[src/rtl/id_ex_stage.sv]
// ID/EX stage: RV32 decode into ALU operands and control, registered behind a 2-entry skid buffer.
// Define ID_EX_FWD_EN to add capture-time operand forwarding (fwd_valid/fwd_rd/fwd_data).
module id_ex_stage #(
    parameter int XLEN  = 32,
    parameter int CNT_W = 16
) (
    input  logic             clk,
    input  logic             rst_n,
    input  logic             flush,
    input  logic             in_valid,
    output logic             in_ready,
    input  logic [31:0]      instr,
    input  logic [XLEN-1:0]  rs1_data,
    input  logic [XLEN-1:0]  rs2_data,
`ifdef ID_EX_FWD_EN
    input  logic             fwd_valid,
    input  logic [4:0]       fwd_rd,
    input  logic [XLEN-1:0]  fwd_data,
`endif
    output logic             out_valid,
    input  logic             out_ready,
    output logic [XLEN-1:0]  alu_in1,
    output logic [XLEN-1:0]  alu_in2,
    output logic [3:0]       alu_control,
    output logic [4:0]       rd,
    output logic             reg_write,
    output logic             mem_read,
    output logic             mem_write,
    output logic [XLEN-1:0]  st_data,
    output logic             branch,
    output logic             illegal,
    output logic [CNT_W-1:0] stall_cnt
);

    typedef enum logic [3:0] {
        ALU_AND = 4'b0000,
        ALU_OR  = 4'b0001,
        ALU_ADD = 4'b0010,
        ALU_SLL = 4'b0011,
        ALU_SUB = 4'b0100,
        ALU_SRL = 4'b0101,
        ALU_MUL = 4'b0110,
        ALU_XOR = 4'b0111,
        ALU_SLT = 4'b1000
    } alu_op_e;

    typedef struct packed {
        logic [XLEN-1:0] in1;
        logic [XLEN-1:0] in2;
        logic [XLEN-1:0] st;
        alu_op_e         ctrl;
        logic [4:0]      rd;
        logic            rw;
        logic            mr;
        logic            mw;
        logic            br;
        logic            ill;
    } beat_t;

    localparam logic [6:0] OP_R      = 7'b0110011;
    localparam logic [6:0] OP_I      = 7'b0010011;
    localparam logic [6:0] OP_LOAD   = 7'b0000011;
    localparam logic [6:0] OP_STORE  = 7'b0100011;
    localparam logic [6:0] OP_BRANCH = 7'b1100011;
    localparam logic [CNT_W-1:0] CNT_ONE = {{(CNT_W-1){1'b0}}, 1'b1};

    logic [6:0]      opcode;
    logic [2:0]      funct3;
    logic [6:0]      funct7;
    logic [XLEN-1:0] rs1_v, rs2_v, imm_i, imm_s, shamt;
    logic            f3_ok, legal, accept;
    alu_op_e         f3_op;
    beat_t           dec, main_q, main_d, skid_q, skid_d;
    logic            main_v_q, main_v_d, skid_v_q, skid_v_d;
    logic [CNT_W-1:0] cnt_q, cnt_d;

    assign opcode = instr[6:0];
    assign funct3 = instr[14:12];
    assign funct7 = instr[31:25];
    assign imm_i  = {{(XLEN-12){instr[31]}}, instr[31:20]};
    assign imm_s  = {{(XLEN-12){instr[31]}}, instr[31:25], instr[11:7]};
    assign shamt  = {{(XLEN-5){1'b0}}, instr[24:20]};

`ifdef ID_EX_FWD_EN
    // Forwarding applies only at capture; buffered entries keep the values they were taken with.
    assign rs1_v = (fwd_valid && fwd_rd != 5'd0 && fwd_rd == instr[19:15]) ? fwd_data : rs1_data;
    assign rs2_v = (fwd_valid && fwd_rd != 5'd0 && fwd_rd == instr[24:20]) ? fwd_data : rs2_data;
`else
    logic unused_rs1_idx;
    assign unused_rs1_idx = ^instr[19:15];
    assign rs1_v = rs1_data;
    assign rs2_v = rs2_data;
`endif

    always_comb begin
        f3_ok = 1'b1;
        f3_op = ALU_AND;
        case (funct3)
            3'b000:  f3_op = ALU_ADD;
            3'b001:  f3_op = ALU_SLL;
            3'b010:  f3_op = ALU_SLT;
            3'b100:  f3_op = ALU_XOR;
            3'b101:  f3_op = ALU_SRL;
            3'b110:  f3_op = ALU_OR;
            3'b111:  f3_op = ALU_AND;
            default: f3_ok = 1'b0;
        endcase
    end

    // NOTE: every signal driven here gets a default first, so no path leaves a value held (no latch).
    always_comb begin
        dec     = '0;
        dec.in1 = rs1_v;
        dec.in2 = rs2_v;
        dec.rd  = instr[11:7];
        legal   = 1'b0;
        case (opcode)
            OP_R: begin
                if (funct7 == 7'b0000000 && f3_ok) begin
                    legal    = 1'b1;
                    dec.ctrl = f3_op;
                end else if (funct7 == 7'b0100000 && funct3 == 3'b000) begin
                    legal    = 1'b1;
                    dec.ctrl = ALU_SUB;
                end else if (funct7 == 7'b0000001 && funct3 == 3'b000) begin
                    legal    = 1'b1;
                    dec.ctrl = ALU_MUL;
                end
                dec.rw = 1'b1;
            end
            OP_I: begin
                if (funct3 == 3'b001 || funct3 == 3'b101) begin
                    legal   = (funct7 == 7'b0000000);
                    dec.in2 = shamt;
                end else begin
                    legal   = f3_ok;
                    dec.in2 = imm_i;
                end
                dec.ctrl = f3_op;
                dec.rw   = 1'b1;
            end
            OP_LOAD: begin
                legal    = 1'b1;
                dec.ctrl = ALU_ADD;
                dec.in2  = imm_i;
                dec.mr   = 1'b1;
                dec.rw   = 1'b1;
            end
            OP_STORE: begin
                legal    = 1'b1;
                dec.ctrl = ALU_ADD;
                dec.in2  = imm_s;
                dec.mw   = 1'b1;
                dec.st   = rs2_v;
            end
            OP_BRANCH: begin
                legal    = 1'b1;
                dec.ctrl = ALU_SUB;
                dec.br   = 1'b1;
            end
            default: legal = 1'b0;
        endcase
        // Unsupported encodings travel down the pipe with every enable cleared.
        if (!legal) begin
            dec.ctrl = ALU_AND;
            dec.in2  = rs2_v;
            dec.st   = '0;
            dec.rw   = 1'b0;
            dec.mr   = 1'b0;
            dec.mw   = 1'b0;
            dec.br   = 1'b0;
            dec.ill  = 1'b1;
        end
    end

    assign in_ready = ~skid_v_q;
    assign accept   = in_valid & in_ready;

    always_comb begin
        main_d   = main_q;
        main_v_d = main_v_q;
        skid_d   = skid_q;
        skid_v_d = skid_v_q;
        cnt_d    = cnt_q;
        if (flush) begin
            main_v_d = 1'b0;
            skid_v_d = 1'b0;
        end else if (!main_v_q || out_ready) begin
            // The skid entry is older than anything arriving now, so it drains first.
            if (skid_v_q) begin
                main_d   = skid_q;
                main_v_d = 1'b1;
                skid_v_d = 1'b0;
            end else begin
                main_v_d = accept;
                if (accept) main_d = dec;
            end
        end else if (accept) begin
            skid_d   = dec;
            skid_v_d = 1'b1;
        end
        if (main_v_q && !out_ready && cnt_q != '1) cnt_d = cnt_q + CNT_ONE;
    end

    // NOTE: payload registers are reset too, because the outputs must read zero after reset.
    always_ff @(posedge clk or negedge rst_n) begin
        if (!rst_n) begin
            main_q   <= '0;
            main_v_q <= 1'b0;
            skid_q   <= '0;
            skid_v_q <= 1'b0;
            cnt_q    <= '0;
        end else begin
            // NOTE: non-blocking assignments so every register samples pre-edge values.
            main_q   <= main_d;
            main_v_q <= main_v_d;
            skid_q   <= skid_d;
            skid_v_q <= skid_v_d;
            cnt_q    <= cnt_d;
        end
    end

    assign out_valid   = main_v_q;
    assign alu_in1     = main_q.in1;
    assign alu_in2     = main_q.in2;
    assign alu_control = main_q.ctrl;
    assign rd          = main_q.rd;
    assign reg_write   = main_q.rw;
    assign mem_read    = main_q.mr;
    assign mem_write   = main_q.mw;
    assign st_data     = main_q.st;
    assign branch      = main_q.br;
    assign illegal     = main_q.ill;
    assign stall_cnt   = cnt_q;

endmodule

[config.mk]
export PLATFORM = sky130hd
export DESIGN_NAME = id_ex_stage
export DESIGN_NICKNAME = d
export VERILOG_FILES = /design/src/rtl/id_ex_stage.sv
export SDC_FILE = /design/constraint.sdc
export NUM_CORES = 1
export LEC_CHECK = 0
export CAP_MARGIN = 20
export CORE_MARGIN = 4
export CORE_UTILIZATION = 30
export DETAILED_ROUTE_END_ITERATION = 6
export PLACE_DENSITY = 0.48
export SETUP_SLACK_MARGIN = 0.4
export SLEW_MARGIN = 20
export SYNTH_ARGS = -nofsm -noshare
export SYNTH_HDL_FRONTEND = slang
export SYNTH_SLANG_ARGS = --single-unit
[constraint.sdc]
create_clock -name clk -period 6.4 [get_ports clk]
set_clock_uncertainty 0.15 [all_clocks]
set_input_delay 1.28 -clock clk [delete_from_list [all_inputs] [get_ports clk]]
set_output_delay 1.28 -clock clk [all_outputs]
set_load 0.005 [all_outputs]
==> implementation parameters <==
Parameter                              Value

Clocking
  Worst-Skew Late Latency    550 ps
  TritonCTS clock tree    yes
  Cts bufs inserted    28
  Maximum buffer depth of the clock tree    3
  Clock Sink Count    238
  Post-CTS sizing    0
  Clock transition at the registers of the reported paths    60 ps
  H-tree depth reported by CTS    1
  Clock root buffer    sky130_fd_sc_hd__clkbuf_16
  Post-CTS Setup Bufs    0
  CTS Hold Buffers Added    0

Global route
  Pin count of the biggest net entering global routing    106
  Vias in the first global route    9158
  GRT Total Usage    17.29%
  Leftover overflow at the end of global routing    0
  Global-route wire length before repair    54320 um
  Initial antenna violation count    5

Synth
  Combined area of all synthesized cells    10720 um2
  Cells after Synth    1174
  Post-synthesis async set-or-reset flop share    100.0%
  Xor/xnor cell area share of the yosys netlist    1.144%
  FF+latch count, synth    238
  Count of distinct cell types in the synthesized netlist    56
  Number of flops mapped to enable cells by yosys    0
  Leading post-synthesis cells by instance count    sky130_fd_sc_hd__nand2_1, sky130_fd_sc_hd__dfrtp_1, sky130_fd_sc_hd__nor2_1
  Share of Yosys cell area claimed by the top area cell type    55.55%
  Nets in the synthesized netlist    1276
  Combinational family with the most area after synthesis    simple AND/OR/NAND/NOR gates
  Count of synthesis-stage warnings from yosys    0
  Share of cell area taken by muxes after synthesis    3.746%
  Post-Syn Area per Cell    9.132 um2
  Cell accounting for the most synthesized area    sky130_fd_sc_hd__dfrtp_1
  Dominant synthesized flop cell    sky130_fd_sc_hd__dfrtp_1
  Dominant cells by area after synthesis    sky130_fd_sc_hd__dfrtp_1, sky130_fd_sc_hd__nand2_1, sky130_fd_sc_hd__nor2_1
  Simple-gate area share of the yosys netlist    22.02%
  Most common cell in the netlist    sky130_fd_sc_hd__nand2_1
  Adder-cell share of the synthesized area    0.1167%
  Fraction of the mapped netlist area in compound gates    13.93%
  Share of synthesized area occupied by flip-flops and latches    55.55%

Power and ir drop
  Part of the total power dissipated in combinational logic    17.3%
  Switching power share of the total    26.25%
  Cell leakage power    6.187 nW
  Total power per unit cell area    292.5 nW/um2
  Switching power total    1.095 mW
  Power Internal    3.075 mW
  Fraction of power consumed by the clock network    37.7%
  Proportion of power drawn by flip-flops and latches    44.9%
  Max VDD drop    0.1883 mV

Die
  Count of boundary I/O pins    229
  Effective utilization at floorplan    30.74%
  Vert. Die Dim    197.0 um
  Die Outline Area    38830 um2
  Overall die width    197.0 um
  CORE AREA    34880 um2
  Site row count    68

Critical path
  Nature of the critical path endpoint    primary output
  Largest incremental delay on the critical path    750 ps
  CP Launch Type    flip-flop
  Worst setup path category    flip-flop to primary output
  Critical path data required time    4970 ps
  Arrival time worst endpoint    2780 ps
  List of cells traversed by the critical path    inv_2 > buf_4 > clkdlybuf4s50_1
  Last element of the critical path    in_ready
  Startpoint of the lowest-slack register-to-register path    skid_v_q$_DFFE_PN0P_
  Number of buffers and inverters on the critical path    3
  Worst path slowest cell    sky130_fd_sc_hd__dfrtp_4
  Crit path max fanout    64
  Startpoint of the worst setup timing path    skid_v_q$_DFFE_PN0P_
  Gate family responsible for the most delay along the worst path    buffers and inverters
  Number of stages on the worst setup path    3
  Endpoint of the worst-slack reg-to-reg timing path    skid_q[106]$_DFFE_PN0P_
  FF-to-FF setup slack    2870 ps
  Worst reg2reg path depth    6

Timing
  Final hold vios    0
  Worst slew margin relative to its limit    34.92%
  RSZ-0062 raised after global routing    no
  Slew Viols, Final    0
  Highest attainable clock frequency    237.4 MHz
  Transition time at the pin with the least slew margin    974.0 ps
  Post-layout min period    4212 ps
  Setup total negative slack    0 ps
  Share of the clock period used by the worst path    65.81%
  Count of endpoints failing setup in the final report    0

Drt
  Post-route DRC violation count    0
  Routed wire per std cell    18.64 um
  Number of optimization iterations in the first detailed-route pass    5
  Detailed router's first-iteration violation count    456
  Vias    9073
  Sum of routed wire length over all layers    34290 um
  Vias per cell    4.931
  Remaining antenna violation count after routing    0

Finish
  Post-Route Utilization    40.87%
  Count of nets after finishing    1462
  Share of post-route cells with drive strength above 1    5.503%
  Synthesis-to-finish area growth    32.98%
  Count of filler cells inserted in the layout    3520

Placement
  DPL Wire Length    21570 um
  Final GP Congestion    0.7711
  Port buffer count    223

Outcome
  Outcome    complete, no violations

Min path
  Type of the most critical hold path    flip-flop to flip-flop

Flow run
  Max-cap violation count    0
[power by group through the flow]
stage                     Clock (mW)  Sequential, mW  Combinational (mW)
final                           1.57            1.87               0.723
after detailed placement           0            1.90               0.738
after floorplan                    0            1.88               0.287
after global placement             0            1.90               0.730
after global routing            1.70            1.91               0.811
after CTS                       1.63            1.88               0.741
[worst min path at each step]
stage	startpoint	to	slack, ps	cells past startpoint
final	skid_q[12]$_DFFE_PN0P_	skid_q[12]$_DFFE_PN0P_	320	2
after global routing	skid_q[14]$_DFFE_PN0P_	skid_q[14]$_DFFE_PN0P_	340	2
after CTS	skid_q[12]$_DFFE_PN0P_	skid_q[12]$_DFFE_PN0P_	320	2
after detailed placement	skid_q[12]$_DFFE_PN0P_	skid_q[12]$_DFFE_PN0P_	310	2
after global placement	skid_q[12]$_DFFE_PN0P_	skid_q[12]$_DFFE_PN0P_	300	2
after floorplan	skid_q[12]$_DFFE_PN0P_	skid_q[12]$_DFFE_PN0P_	290	2
[tightest hold or removal path, delay by kind of cell, from the launching register on]
| kind | cells | cell delay [ps] |
|---|---|---|
| DFF | 1 | 330 |
| and+or+nand+nor | 2 | 100 |
[state kept, by name, summed over array words and instances (netlist names)]
| signal | count |
|---|---|
| alu_in1 | 32 |
| rd | 5 |
| alu_control | 4 |
| skid_v_q | 1 |
| reg_write | 1 |
| illegal | 1 |
| mem_write | 1 |
| skid_q | 110 |
| mem_read | 1 |
| stall_cnt | 16 |
| alu_in2 | 32 |
| out_valid | 1 |
| branch | 1 |
| st_data | 32 |
[through the flow]
stage | hold slack, ps | worst slack, ps | instance area (um2) | power [mW] | cells
floorplan | 290.6 | 3206 | 10720 | 2.168 | 1174
global placement | 303.4 | 1706 | 13330 | 2.627 | 1784
detailed placement | 308.0 | 1847 | 13340 | 2.637 | 1785
CTS | 322.4 | 2081 | 14250 | 4.243 | 1836
global route | 337.5 | 2023 | 14260 | 4.415 | 1840
finish | 318.3 | 2188 | 14260 | 4.170 | 1840
[layout make-up]
| cell class | count | area, um2 | area share (%) |
|---|---|---|---|
| inverters | 4 | 15.01 | 0.1053 |
| flip-flops and latches | 238 | 5959 | 41.80 |
| multi-input cells | 847 | 4419 | 31.00 |
| diodes | 4 | 10.01 | 0.07021 |
| well taps | 455 | 569.3 | 3.993 |
| clock inverters | 4 | 56.30 | 0.3949 |
| clock buffers | 47 | 852.1 | 5.976 |
| repair buffers | 241 | 2376 | 16.67 |
[layout by cell type (no fill, tap or decap), types with 11 or more instances in the layout]
master                            instances
sky130_fd_sc_hd__o21ai_0                 73
sky130_fd_sc_hd__a21oi_1                 69
sky130_fd_sc_hd__nor2_1                 120
sky130_fd_sc_hd__buf_4                   17
sky130_fd_sc_hd__clkdlybuf4s50_1        222
sky130_fd_sc_hd__a31oi_1                 35
sky130_fd_sc_hd__nand4_1                 14
sky130_fd_sc_hd__clkbuf_1                11
sky130_fd_sc_hd__nand2_1                291
sky130_fd_sc_hd__a211o_1                 22
sky130_fd_sc_hd__and3_1                  14
sky130_fd_sc_hd__nand3_1                 71
sky130_fd_sc_hd__dfrtp_1                237
sky130_fd_sc_hd__mux2i_1                 39
sky130_fd_sc_hd__clkbuf_16               28
[routing by layer]
metal	up-vias	share of wire (%)	GRT usage, %
met2	199	47	27.43
met5	-	0.023	0
li1	4403	-	-
met4	2	2.0	4.391
met1	4422	46	24.63
met3	47	5.0	3.172
[logic make-up after synthesis]
| family | count (synthesis) |
|---|---|
| XOR/XNOR | 14 |
| multiplexers | 40 |
| buffers and inverters | 89 |
| flip-flops | 238 |
| adder cells (fa/ha/maj) | 1 |
| AO/OA/AOI/OAI | 243 |
| AND/OR/NAND/NOR | 549 |
No activity file was read; power rests on OpenSTA's default activity.
